==> config.mk <==
export PLATFORM = sky130hd
export DESIGN_NAME = card_sprite_reader
export DESIGN_NICKNAME = d
export VERILOG_FILES = /design/src/rtl/card_pkg.sv /design/src/rtl/card_hit_calc.sv /design/src/rtl/card_sprite_reader.sv
export SDC_FILE = /design/constraint.sdc
export NUM_CORES = 1
export LEC_CHECK = 0
export CAP_MARGIN = 0
export CORE_MARGIN = 10
export CORE_UTILIZATION = 40
export DETAILED_ROUTE_END_ITERATION = 16
export HOLD_SLACK_MARGIN = 0.03
export PLACE_DENSITY = 0.69
export SLEW_MARGIN = 40
export SYNTH_ARGS = -nofsm -noshare
export SYNTH_HDL_FRONTEND = slang
export SYNTH_SLANG_ARGS = --single-unit
==> constraint.sdc <==
create_clock -name clock -period 3.54 [get_ports clock]
set_input_delay 0.708 -clock clock [delete_from_list [all_inputs] [get_ports clock]]
set_output_delay 0.708 -clock clock [all_outputs]
set_load 0.02 [all_outputs]
==> src/rtl/card_pkg.sv <==
`default_nettype none
// ============================================================================
//  Module      : card_pkg
//  Description : Shared constants and types for the card sprite read path.
//                A card image is CARD_W x CARD_H pixels of COLOR_W-bit colour,
//                stored row-major as {row, col} in a 512-entry memory.
//  Revision    : 1.0  initial release
// ============================================================================
package card_pkg;

    localparam int CARD_W   = 16;   // card width, power of two
    localparam int CARD_H   = 32;   // card height
    localparam int CARD_AW  = 9;    // card memory address width
    localparam int COLOR_W  = 3;    // colour code width
    localparam int H_ACTIVE = 256;  // visible columns
    localparam int V_ACTIVE = 240;  // visible rows

    localparam logic [COLOR_W-1:0] TRANSPARENT = 3'b000;

    // Address split: low bits select the column, high bits the row.
    localparam int COL_W = $clog2(CARD_W);
    localparam int ROW_W = CARD_AW - COL_W;

    typedef logic [COLOR_W-1:0] color_t;
    typedef logic [CARD_AW-1:0] card_addr_t;

endpackage : card_pkg
`default_nettype wire

==> src/rtl/card_hit_calc.sv <==
`default_nettype none
// ============================================================================
//  Module      : card_hit_calc
//  Description : Combinational hit test of the beam against one card and the
//                {row, col} address of the pixel under the beam.
//  Ports       : hcount/vcount/pix_valid - beam position and qualifier
//                card_en/x_pos/y_pos     - latched card visibility/position
//                hit                     - beam is on a visible card pixel
//                addr                    - card memory address of that pixel
//  Revision    : 1.0  initial release
// ============================================================================
module card_hit_calc
    import card_pkg::*;
(
    input  logic [8:0]         hcount,
    input  logic [8:0]         vcount,
    input  logic               pix_valid,
    input  logic               card_en,
    input  logic [8:0]         x_pos,
    input  logic [7:0]         y_pos,
    output logic               hit,
    output logic [CARD_AW-1:0] addr
);

    // Ten-bit compares so a card hanging off the right or bottom edge is
    // clipped rather than wrapping back to column/row 0.
    logic [9:0] w_h;
    logic [9:0] w_v;
    logic [9:0] w_x;
    logic [9:0] w_y;
    logic [9:0] w_x_end;
    logic [9:0] w_y_end;
    logic       w_in_screen;
    logic       w_in_card;

    logic [COL_W-1:0] w_col;
    logic [ROW_W-1:0] w_row;

    assign w_h     = {1'b0, hcount};
    assign w_v     = {1'b0, vcount};
    assign w_x     = {1'b0, x_pos};
    assign w_y     = {2'b00, y_pos};
    assign w_x_end = w_x + 10'(CARD_W);
    assign w_y_end = w_y + 10'(CARD_H);

    assign w_in_screen = (w_h < 10'(H_ACTIVE)) && (w_v < 10'(V_ACTIVE));
    assign w_in_card   = (w_h >= w_x) && (w_h < w_x_end) &&
                         (w_v >= w_y) && (w_v < w_y_end);

    assign hit = pix_valid && card_en && w_in_screen && w_in_card;

    // Only the low bits of the offsets matter; they are meaningful on a hit.
    assign w_col = COL_W'(hcount - x_pos);
    assign w_row = ROW_W'(vcount - {1'b0, y_pos});
    assign addr  = {w_row, w_col};

endmodule : card_hit_calc
`default_nettype wire

==> src/rtl/card_sprite_reader.sv <==
`default_nettype none
// ============================================================================
//  Module      : card_sprite_reader
//  Description : Read-side client of one 512x3 card image memory. Compares
//                the VGA beam with the card position latched at frame start,
//                issues one read per hit pixel and aligns the returned colour
//                with the memory's registered read. Fixed 3-clock latency from
//                hcount/vcount to pixel_out/pixel_on, no stalls.
//  Ports       : clock, reset_n (async, active low)
//                frame_start, card_en, x_pos, y_pos - per-frame card setup
//                hcount, vcount, pix_valid          - beam position
//                rAddr, RE, dataIn                  - card memory read port
//                pixel_out, pixel_on                - colour to pixel mux
//                busy                               - read in flight
//  Revision    : 1.0  initial release
// ============================================================================
module card_sprite_reader
    import card_pkg::*;
(
    input  logic               clock,
    input  logic               reset_n,
    input  logic               frame_start,
    input  logic               card_en,
    input  logic [8:0]         x_pos,
    input  logic [7:0]         y_pos,
    input  logic [8:0]         hcount,
    input  logic [8:0]         vcount,
    input  logic               pix_valid,
    output logic [CARD_AW-1:0] rAddr,
    output logic               RE,
    input  logic [COLOR_W-1:0] dataIn,
    output logic [COLOR_W-1:0] pixel_out,
    output logic               pixel_on,
    output logic               busy
);

    // Shadow copies of the card setup, stable for the whole frame.
    logic       r_card_en_q;
    logic [8:0] r_x_q;
    logic [7:0] r_y_q;

    // Pipeline state.
    card_addr_t r_addr;
    logic       r_re;
    logic       r_v1;
    logic       r_v2;
    color_t     r_pixel;
    logic       r_on;

    logic       w_hit;
    card_addr_t w_addr;

    always_ff @(posedge clock or negedge reset_n) begin
        if (!reset_n) begin
            r_card_en_q <= 1'b0;
            r_x_q       <= '0;
            r_y_q       <= '0;
        end else if (frame_start) begin
            r_card_en_q <= card_en;
            r_x_q       <= x_pos;
            r_y_q       <= y_pos;
        end
    end

    card_hit_calc u_hit_calc (
        .hcount    (hcount),
        .vcount    (vcount),
        .pix_valid (pix_valid),
        .card_en   (r_card_en_q),
        .x_pos     (r_x_q),
        .y_pos     (r_y_q),
        .hit       (w_hit),
        .addr      (w_addr)
    );

    // Stage 1 issues the read; the address holds on a miss so the memory
    // port is quiet between hits. Stage 2 is the memory's own register, so
    // only the valid bit travels here. Stage 3 registers the colour.
    always_ff @(posedge clock or negedge reset_n) begin
        if (!reset_n) begin
            r_addr  <= '0;
            r_re    <= 1'b0;
            r_v1    <= 1'b0;
            r_v2    <= 1'b0;
            r_pixel <= '0;
            r_on    <= 1'b0;
        end else begin
            if (w_hit) begin
                r_addr <= w_addr;
            end
            r_re    <= w_hit;
            r_v1    <= w_hit;
            r_v2    <= r_v1;
            r_pixel <= r_v2 ? dataIn : '0;
            r_on    <= r_v2 && (dataIn != TRANSPARENT);
        end
    end

    assign rAddr     = r_addr;
    assign RE        = r_re;
    assign pixel_out = r_pixel;
    assign pixel_on  = r_on;
    assign busy      = r_v1 | r_v2;

endmodule : card_sprite_reader
`default_nettype wire

---- Word-level counts from Yosys, hierarchy flattened ----
Index checks and enable logic that the tools add are counted.
word-level totals
  output and inout bits ................... 15
  bits in registers ....................... 33
  logic and storage cells ................. 29
  input bits .............................. 43
operators by class
  multiplexer cells ....................... 1
  add/sub/neg operators ................... 4
  bitwise operators ....................... 1
  order comparisons ....................... 6
  reductions and logical operators ........ 9
operators by type and width
  operator                count
  $add A9 B5 Y10 const B  1
  $lt A9 B10 Y1           1
  $add A8 B6 Y9 const B   1
  $ge A9 B8 Y1            1
  $ge A9 B9 Y1            1
  $lt A9 B8 Y1 const B    1
  $lt A9 B9 Y1            1
  $lt A9 B9 Y1 const B    1
  $logic_and A1 B1 Y1     8
  $sub A5 B5 Y5           1
  $sub A4 B4 Y4           1
  $mux W3                 1
  $reduce_bool A3 Y1      1
  $or A1 B1 Y1            1

---- Logic depth before layout (Yosys ltp) ----
Gate-level depths: netlist of the first run.
  depth in word-level cells ............... 6
  gate-level depth with buffers ........... 9
  gate-level depth less buffers ........... 9

---- Modules after synthesis ----
Synthesis of the first run repeated with hierarchy kept, for this count alone.
second synthesis, totals
  cell total of the unflattened synthesis .. 196
  area, all modules ....................... 2164.6 um2
modules (own cells, without submodules)
  module              area an instance (um2)  sequential area each (um2)  instances  cells each
  card_sprite_reader  1237.4                  825.8                       1          68
  card_hit_calc       927.1                   0.0                         1          128

---- Worst setup path after synthesis of the first run ----
OpenSTA, ideal clock, no wires.
  path kind ............................... input port to flip-flop
  start ................................... input port vcount[2]
  end ..................................... register r_addr[2] (netlist: rAddr[2])
  path buffers ............................ 0
  data required time ...................... 3415 ps
  arrival time ............................ 2497 ps
  slack ................................... 918 ps
  setup time .............................. 125 ps
  stages on the path ...................... 7
  path through ............................ ha_1 > a21oi_1 > o21ai_0 > a32oi_1 > nand3_1 > nor4_4 > mux2_2
on the way
  cells in the longest elaborated chain, start to end .. 4
  elaborated cells between the ends (all ways) .. 8
  classes of those cells .................. order compare (3); reduce/logical (5)
ends and longest elaborated chain
  what                                                 line                                      source
  start: declaration                                   card_sprite_reader.sv:27                  input logic [8:0] vcount,
  $lt A9 B8 Y1 / $ge A9 B8 Y1 (equally long branches)  card_hit_calc.sv:46, card_hit_calc.sv:48
  $logic_and A1 B1 Y1 (on tied branches)               card_hit_calc.sv:46, card_hit_calc.sv:47
  $logic_and A1 B1 Y1 (on tied branches)               card_hit_calc.sv:50, card_hit_calc.sv:48
  $logic_and A1 B1 Y1 *                                card_hit_calc.sv:50                       assign hit = pix_valid && card_en && w_in_screen && w_in_card;
  end signal: assignment                               card_sprite_reader.sv:89                  r_addr <= w_addr;
  end: declaration                                     card_sprite_reader.sv:43                  card_addr_t r_addr;
Mark *: on every way between the ends. The rest lies on a longest branch, timed or not.
A chain may end at the register's enable or synchronous reset.

---- Final worst setup path of the first run ----
  start ................................... input port vcount[2]
  end ..................................... register r_addr[4] (netlist: rAddr[4])
The elaborated chain is that of the path after synthesis.

==> results of run 1 <==
[cell usage in the layout (no fill, tap or decap), types with 2 or more instances in the layout]
| master | synthesis | layout |
|---|---|---|
| clkbuf_8 | 0 | 6 |
| mux2_2 | 9 | 9 |
| inv_1 | 28 | 28 |
| buf_4 | 0 | 2 |
| xnor2_1 | 9 | 9 |
| dfrtp_1 | 33 | 33 |
| a211oi_1 | 2 | 2 |
| clkdlybuf4s50_1 | 0 | 57 |
| mux2i_1 | 3 | 3 |
| nand4_1 | 2 | 2 |
| ha_1 | 28 | 28 |
| nor2_1 | 2 | 2 |
| fa_1 | 2 | 2 |
| o21ai_0 | 18 | 18 |
| a21o_1 | 7 | 7 |
| and2_1 | 3 | 3 |
| nand2_1 | 18 | 18 |
| nand3_1 | 6 | 6 |
| nor2b_1 | 2 | 2 |
| a21oi_1 | 11 | 11 |
[cells by family after synthesis]
kind of cell | count (synthesis) | share of synthesized area, %
DFF | 33 | 40.2
muxes | 12 | 6.39
buffers and inverters | 32 | 5.85
and+or+nand+nor | 42 | 11.2
xor gates and xnor gates | 9 | 3.84
adders and majority gates | 30 | 19.0
AOI/OAI and AO/OA | 45 | 13.5
[where the power goes]
part | total [mW] | internal [mW] | switching (mW)
registers | 0.447 | 0.419 | 0.0282
clock network | 0.373 | 0.229 | 0.144
logic | 0.340 | 0.180 | 0.160
total | 1.16 | 0.828 | 0.332
[routing by layer]
metal	up-vias	routed length [microns]	track usage, %
li1	821	-	-
met1	724	2250	14.8
met2	56	2070	17.8
met3	4	342	4.48
met4	0	30	2.35
met5	-	0	0
[cell type report]
cell class              count  share of cell area (%)
flip-flops and latches     33                    29.2
inverters                  28                    3.71
clock buffers               6                    2.92
clock inverters             2                    1.33
multi-input cells         138                    39.1
well taps                  70                    3.09
repair buffers             59                    20.7
[per-stage QoR]
stage / worst slack (ns) / hold WS, ns / total power [mW]
after global routing: 0.350 / 0.437 / 1.23
final: 0.550 / 0.431 / 1.16
after detailed placement: 0.217 / 0.412 / 0.797
after global placement: 0.282 / 0.406 / 0.794
after CTS: 0.524 / 0.430 / 1.18
after floorplan: 0.918 / 0.412 / 0.645
[registers in the layout (all words and copies together), names as in the netlist]
name	flops
r_v2	1
rAddr	9
r_v1	1
r_card_en_q	1
pixel_on	1
r_x_q	9
pixel_out	3
r_y_q	8
[final timing paths]
check / endpoint / slack (ns) / depth (start not counted)
max in group asynchronous: r_y_q[7] / 2.40 / 2
hold reg to reg: r_v2 / 0.43 / 0
hold / removal: r_v2 / 0.43 / 0
setup / recovery: rAddr[4] / 0.55 / 8
min in group asynchronous: r_x_q[3] / 0.83 / 2
setup reg to reg: rAddr[4] / 0.84 / 8
==> impl_metrics.yaml, run 1 <==
clocking:
  clk_path_buf_depth: 2
  cts_setup_buffers: 0
  cts_tree: "done"
  cts_made_buffers: 5
  cts_root_buf: "clkbuf_8"
  cts_hold_buf: 0
  clkLatencyLatePin_ns: 0.28
  h-tree-depth: 2
  clkSinkCount: 33
  clk_pin_slew_ns: 0.07
  ctsResizeCount: 0
outcome:
  outcome: "completed"
final_layout:
  final_core_util_pct: 56.2
  fill_cells: 460
  drive_gt1_share_pct: 8.65
  finalInstanceArea_sq_um: 2830
  final_nets: 338
  regArea_sq_um: 826
  fin_cells: 336
  multi_input_area_sq_um: 1110
  area_delta_synth_final_pct: 37.9
  diodes: 0
yosys:
  synth_top_cell_area_share_pct: 40.2
  synth_ff_type: "dfrtp_1"
  synth_cell_types: 34
  yosysWarnings: 0
  netlist_area_sq_um: 2050
  ys_seq_elements: 33
  yosysTopAreaCell: "dfrtp_1"
  syn_inst: 203
  synth_fp_nets: 276
  synth_edf_count: 0
  yosysMostFrequentCell: "dfrtp_1"
  syn_area_per_cell_sq_um: 10.1
  async_reset_ff_share_pct: 100
  synth_area_leaders: "dfrtp_1 (40%), ha_1 (17%), inv_1 (5.1%)"
  synth_common_cells: "dfrtp_1 (33), ha_1 (28), inv_1 (28)"
  yosysSeqAreaShare_pct: 40.2
grt:
  grt_max_degree: 34
  grt_overflow: 0
  grt_pass1_wl_microns: 8020
  grt_pass1_vias: 1702
  grtUsageTotal_pct: 11.5
  antenna_found_initial: 0
critical_path:
  r2r_start: "r_x_q[4]"
  critPathTopFamily: "simple AND/OR/NAND/NOR gates"
  cpPeakStageDelay_ns: 0.66
  critPathLaunchType: "input port"
  critPathMaxFanout: 9
  critPathSlowestCell: "nor4_4"
  end_kind: "register"
  crit_path_cell_trace: "clkdlybuf4s50_1 > ha_1 > a21oi_1 > o21ai_0 > a32oi_1 > nand3_1 > nor4_4 > mux2_2"
  critical_path_class: "input port to register"
  crit_buf_inv: 1
  critical_path_required_ns: 3.71
  crit_start: "vcount[2]"
  arrival_ns: 3.16
place:
  dpl-instance-area_sq_um: 2710
  port_buffers: 57
  dp.cells: 328
  dp_hpwl_microns: 3790
  gp_congestion: 0.812
timing:
  layout_min_cycle_time_ns: 2.99
  tightest_slew_ns: 0.708
  period_share_pct: 84.5
  slew_headroom_pct: 52.7
  timing_max_transition_violations_final: 0
  fmax_mhz: 334
  rsz0062_at_grt: "no"
  tns_ns: 0
  setup_viol: 0
  hold_violations: 0
  skew_ns: 0.00801
detailed_routing:
  drc: 0
  avgRoutedWirePerCell_microns: 14.0
  first_iter_violations: 42
  dr_total_vias: 1605
  drt_pass1_iterations: 4
  ant_nets: 0
  vias_per_cell: 4.78
  wl_microns: 4700
floorplan:
  die_w_microns: 91.7
  io_pins: 58
  rows: 26
  start_util_pct: 40.7
  core_area_sq_um: 5040
  die_area_sq_um: 8400
  chipHeight_microns: 91.7
hold_path:
  hold_path.class: "register to register"
  hp-start: "r_v1"
power_and_ir_drop:
  p_per_area_nw_per_um2: 410
  leakage_nw: 1.33
  max-vdd-ir-drop_mv: 0.184
flow_run:
  drv_cap: 0
Power figures use the tool's default switching activity.
==> run 2, diff against run 1 <==
--- a/config.mk
+++ b/config.mk
@@ -10,7 +10,7 @@
 export CORE_UTILIZATION = 40
 export DETAILED_ROUTE_END_ITERATION = 16
 export HOLD_SLACK_MARGIN = 0.03
-export PLACE_DENSITY = 0.69
+export PLACE_DENSITY = 0.71
 export SLEW_MARGIN = 40
 export SYNTH_ARGS = -nofsm -noshare
 export SYNTH_HDL_FRONTEND = slang
==> constraint.sdc (replaced) <==
create_clock -name clock -period 2.4 [get_ports clock]
set_input_delay 0.48 -clock clock [delete_from_list [all_inputs] [get_ports clock]]
set_output_delay 0.48 -clock clock [all_outputs]
set_load 0.02 [all_outputs]
==> run 2 against run 1 <==
Compared with the run above:
- total power up 52%
- final area up 16%
- combinational power up 95%
- final cell count up 9.2%
- die area unchanged
- sequential share of layout area down 3.9 points
- count of clock-buffer cells in the layout unchanged
- worst setup slack worse by 0.47 ns
- flip-flop and latch count unchanged
- global-route usage up 2.0 points
- critical endpoint is now rAddr[3]
==> impl_metrics.yaml, run 2 (synthesis results as in run 1) <==
clocking:
  h-tree-depth: 2
  clkLatencyLatePin_ns: 0.28
  cts_tree: "done"
  cts_made_buffers: 5
  clkSinkCount: 33
  clk_path_buf_depth: 2
  cts_root_buf: "clkbuf_8"
  clk_pin_slew_ns: 0.07
timing:
  hold_violations: 0
  timing_max_transition_violations_final: 0
  tightest_slew_ns: 0.429
  setup_viol: 0
  period_share_pct: 96.5
  layout_min_cycle_time_ns: 2.32
  holdWs_ns: 0.410
  slew_headroom_pct: 71.4
  rsz0062_at_grt: "yes"
  skew_ns: 0.00924
  fmax_mhz: 432
critical_path:
  crit_path_frequent_cell: "buf_4"
  critical_path_class: "input port to register"
  critPathSlowestCell: "clkdlybuf4s50_1"
  critPathMaxFanout: 2
  end_kind: "register"
  cpPeakStageDelay_ns: 0.45
  critPathLaunchType: "input port"
  critPathTopFamily: "buffers and inverters"
  critical_path_required_ns: 2.57
  crit_buf_inv: 3
  crit_path_cell_trace: "clkdlybuf4s50_1 > ha_1 > and4_1 > a221oi_2 > buf_4 > nor4_4 > buf_4 > mux2_2"
  arrival_ns: 2.48
detailed_routing:
  drc: 0
  dr_total_vias: 1787
  wl_microns: 5660
  ant_nets: 0
  drt_pass1_iterations: 4
  avgRoutedWirePerCell_microns: 15.4
  vias_per_cell: 4.87
  first_iter_violations: 60
final_layout:
  drive_gt1_share_pct: 27.3
  area_delta_synth_final_pct: 59.5
  final_nets: 370
  diodes: 0
  most-common-layout-cells: "clkdlybuf4s50_1 (44), buf_4 (33), dfrtp_1 (32)"
  layout_commonest_cell: "clkdlybuf4s50_1"
  final_core_util_pct: 65.0
power_and_ir_drop:
  power.share.sequential_pct: 37.7
  leakage_nw: 1.56
  swShare_pct: 31.1
  power_frac_clock_pct: 24.7
  p_int_mw: 1.22
  p_per_area_nw_per_um2: 538
  max-vdd-ir-drop_mv: 0.354
  power.switching_mw: 0.548
  p_comb_share_pct: 37.6
place:
  gp_congestion: 0.780
  port_buffers: 57
  dp_hpwl_microns: 4150
grt:
  grt_pass1_wl_microns: 9340
  grtUsageTotal_pct: 13.4
  antenna_found_initial: 0
  grt_pass1_vias: 1990
  grt_max_degree: 34
  grt_overflow: 0
hold_path:
  hold_path.class: "register to register"
floorplan:
  die_w_microns: 91.7
  start_util_pct: 40.7
  die_area_sq_um: 8400
  rows: 26
  chipHeight_microns: 91.7
  core_area_sq_um: 5040
  io_pins: 58
outcome:
  outcome: "completed"
flow_run:
  drv_cap: 0
-- run 2: cell types whose count changed in the layout (fill, tap and decap cells not counted), moves of 6 or more --
cell / delta
dlymetal6s2s_1: +7
dlygate4sd2_1: +6
clkdlybuf4s50_1: -13
ha_4: +11
buf_4: +31
ha_1: -13
-- run 2: power by group through the flow --
stage	clock (mW)	combinational, mW	sequential (mW)
after detailed placement	0	0.574	0.671
after global placement	0	0.564	0.672
after floorplan	0	0.249	0.702
final	0.436	0.664	0.664
after CTS	0.445	0.631	0.664
after global routing	0.465	0.736	0.671
-- run 2: path summary, 6_finish.rpt --
check	from	slack (ns)	end	depth (start not counted)
setup / recovery	hcount[8]	0.08	rAddr[3]	8
max in group asynchronous	reset_n	1.46	r_x_q[6]	2
hold reg to reg	r_v1	0.41	r_v2	0
min in group asynchronous	reset_n	0.61	r_v2	2
setup reg to reg	r_x_q[6]	0.11	rAddr[3]	9
hold / removal	r_v1	0.41	r_v2	0
-- run 2: repair_timing --
item | CTS | global route
setup endpoints to repair | 9 | 9
pin swaps | 12 | 13
hold buffers | 0 | 0
setup buffers | 5 | 2
gates resized for setup | 29 | 21
cloned | 0 | 0
-- run 2: final cells by class --
| cell class | count | area [sq um] |
|---|---|---|
| tap | 70 | 87.6 |
| clock buffer | 6 | 82.6 |
| clock inverter | 1 | 7.51 |
| timing repair buffer | 91 | 840 |
| inverter | 28 | 105 |
| fill | 403 | 1770 |
| sequential | 33 | 827 |
| multi-input combinational | 138 | 1330 |
-- run 2: metal layers --
layer,vias up,routed length (microns),global-route usage (%),share of wire (%)
li1,887,-,-,-
met1,854,2480,16.2,44
met2,39,2750,22.5,49
met3,7,367,4.32,6.5
met4,0,57,3.52,1.0
met5,-,0,0,0
-- run 2: worst reg2reg max path, delay by kind of cell (launching register included) --
kind | cells | cell delay (ns)
muxes | 1 | 0.33
and+or+nand+nor | 3 | 0.46
DFF | 1 | 0.42
adders and majority gates | 1 | 0.30
AOI/OAI and AO/OA | 2 | 0.35
buffers and inverters | 1 | 0.17
xor gates and xnor gates | 1 | 0.14
-- run 2: metrics by stage --
stage	std cells	area (sq um)	setup TNS [ns]	power, mW	setup slack (ns)
5_1_grt	367	3280	-0.0643	1.87	-0.0309
4_1_cts	365	3140	0	1.74	0.0250
3_3_place_gp	354	2910	-4.75	1.24	-0.546
2_1_floorplan	203	2050	0	0.952	0.0125
3_5_place_dp	354	2910	-5.33	1.25	-0.615
6_report	367	3280	0	1.76	0.0842
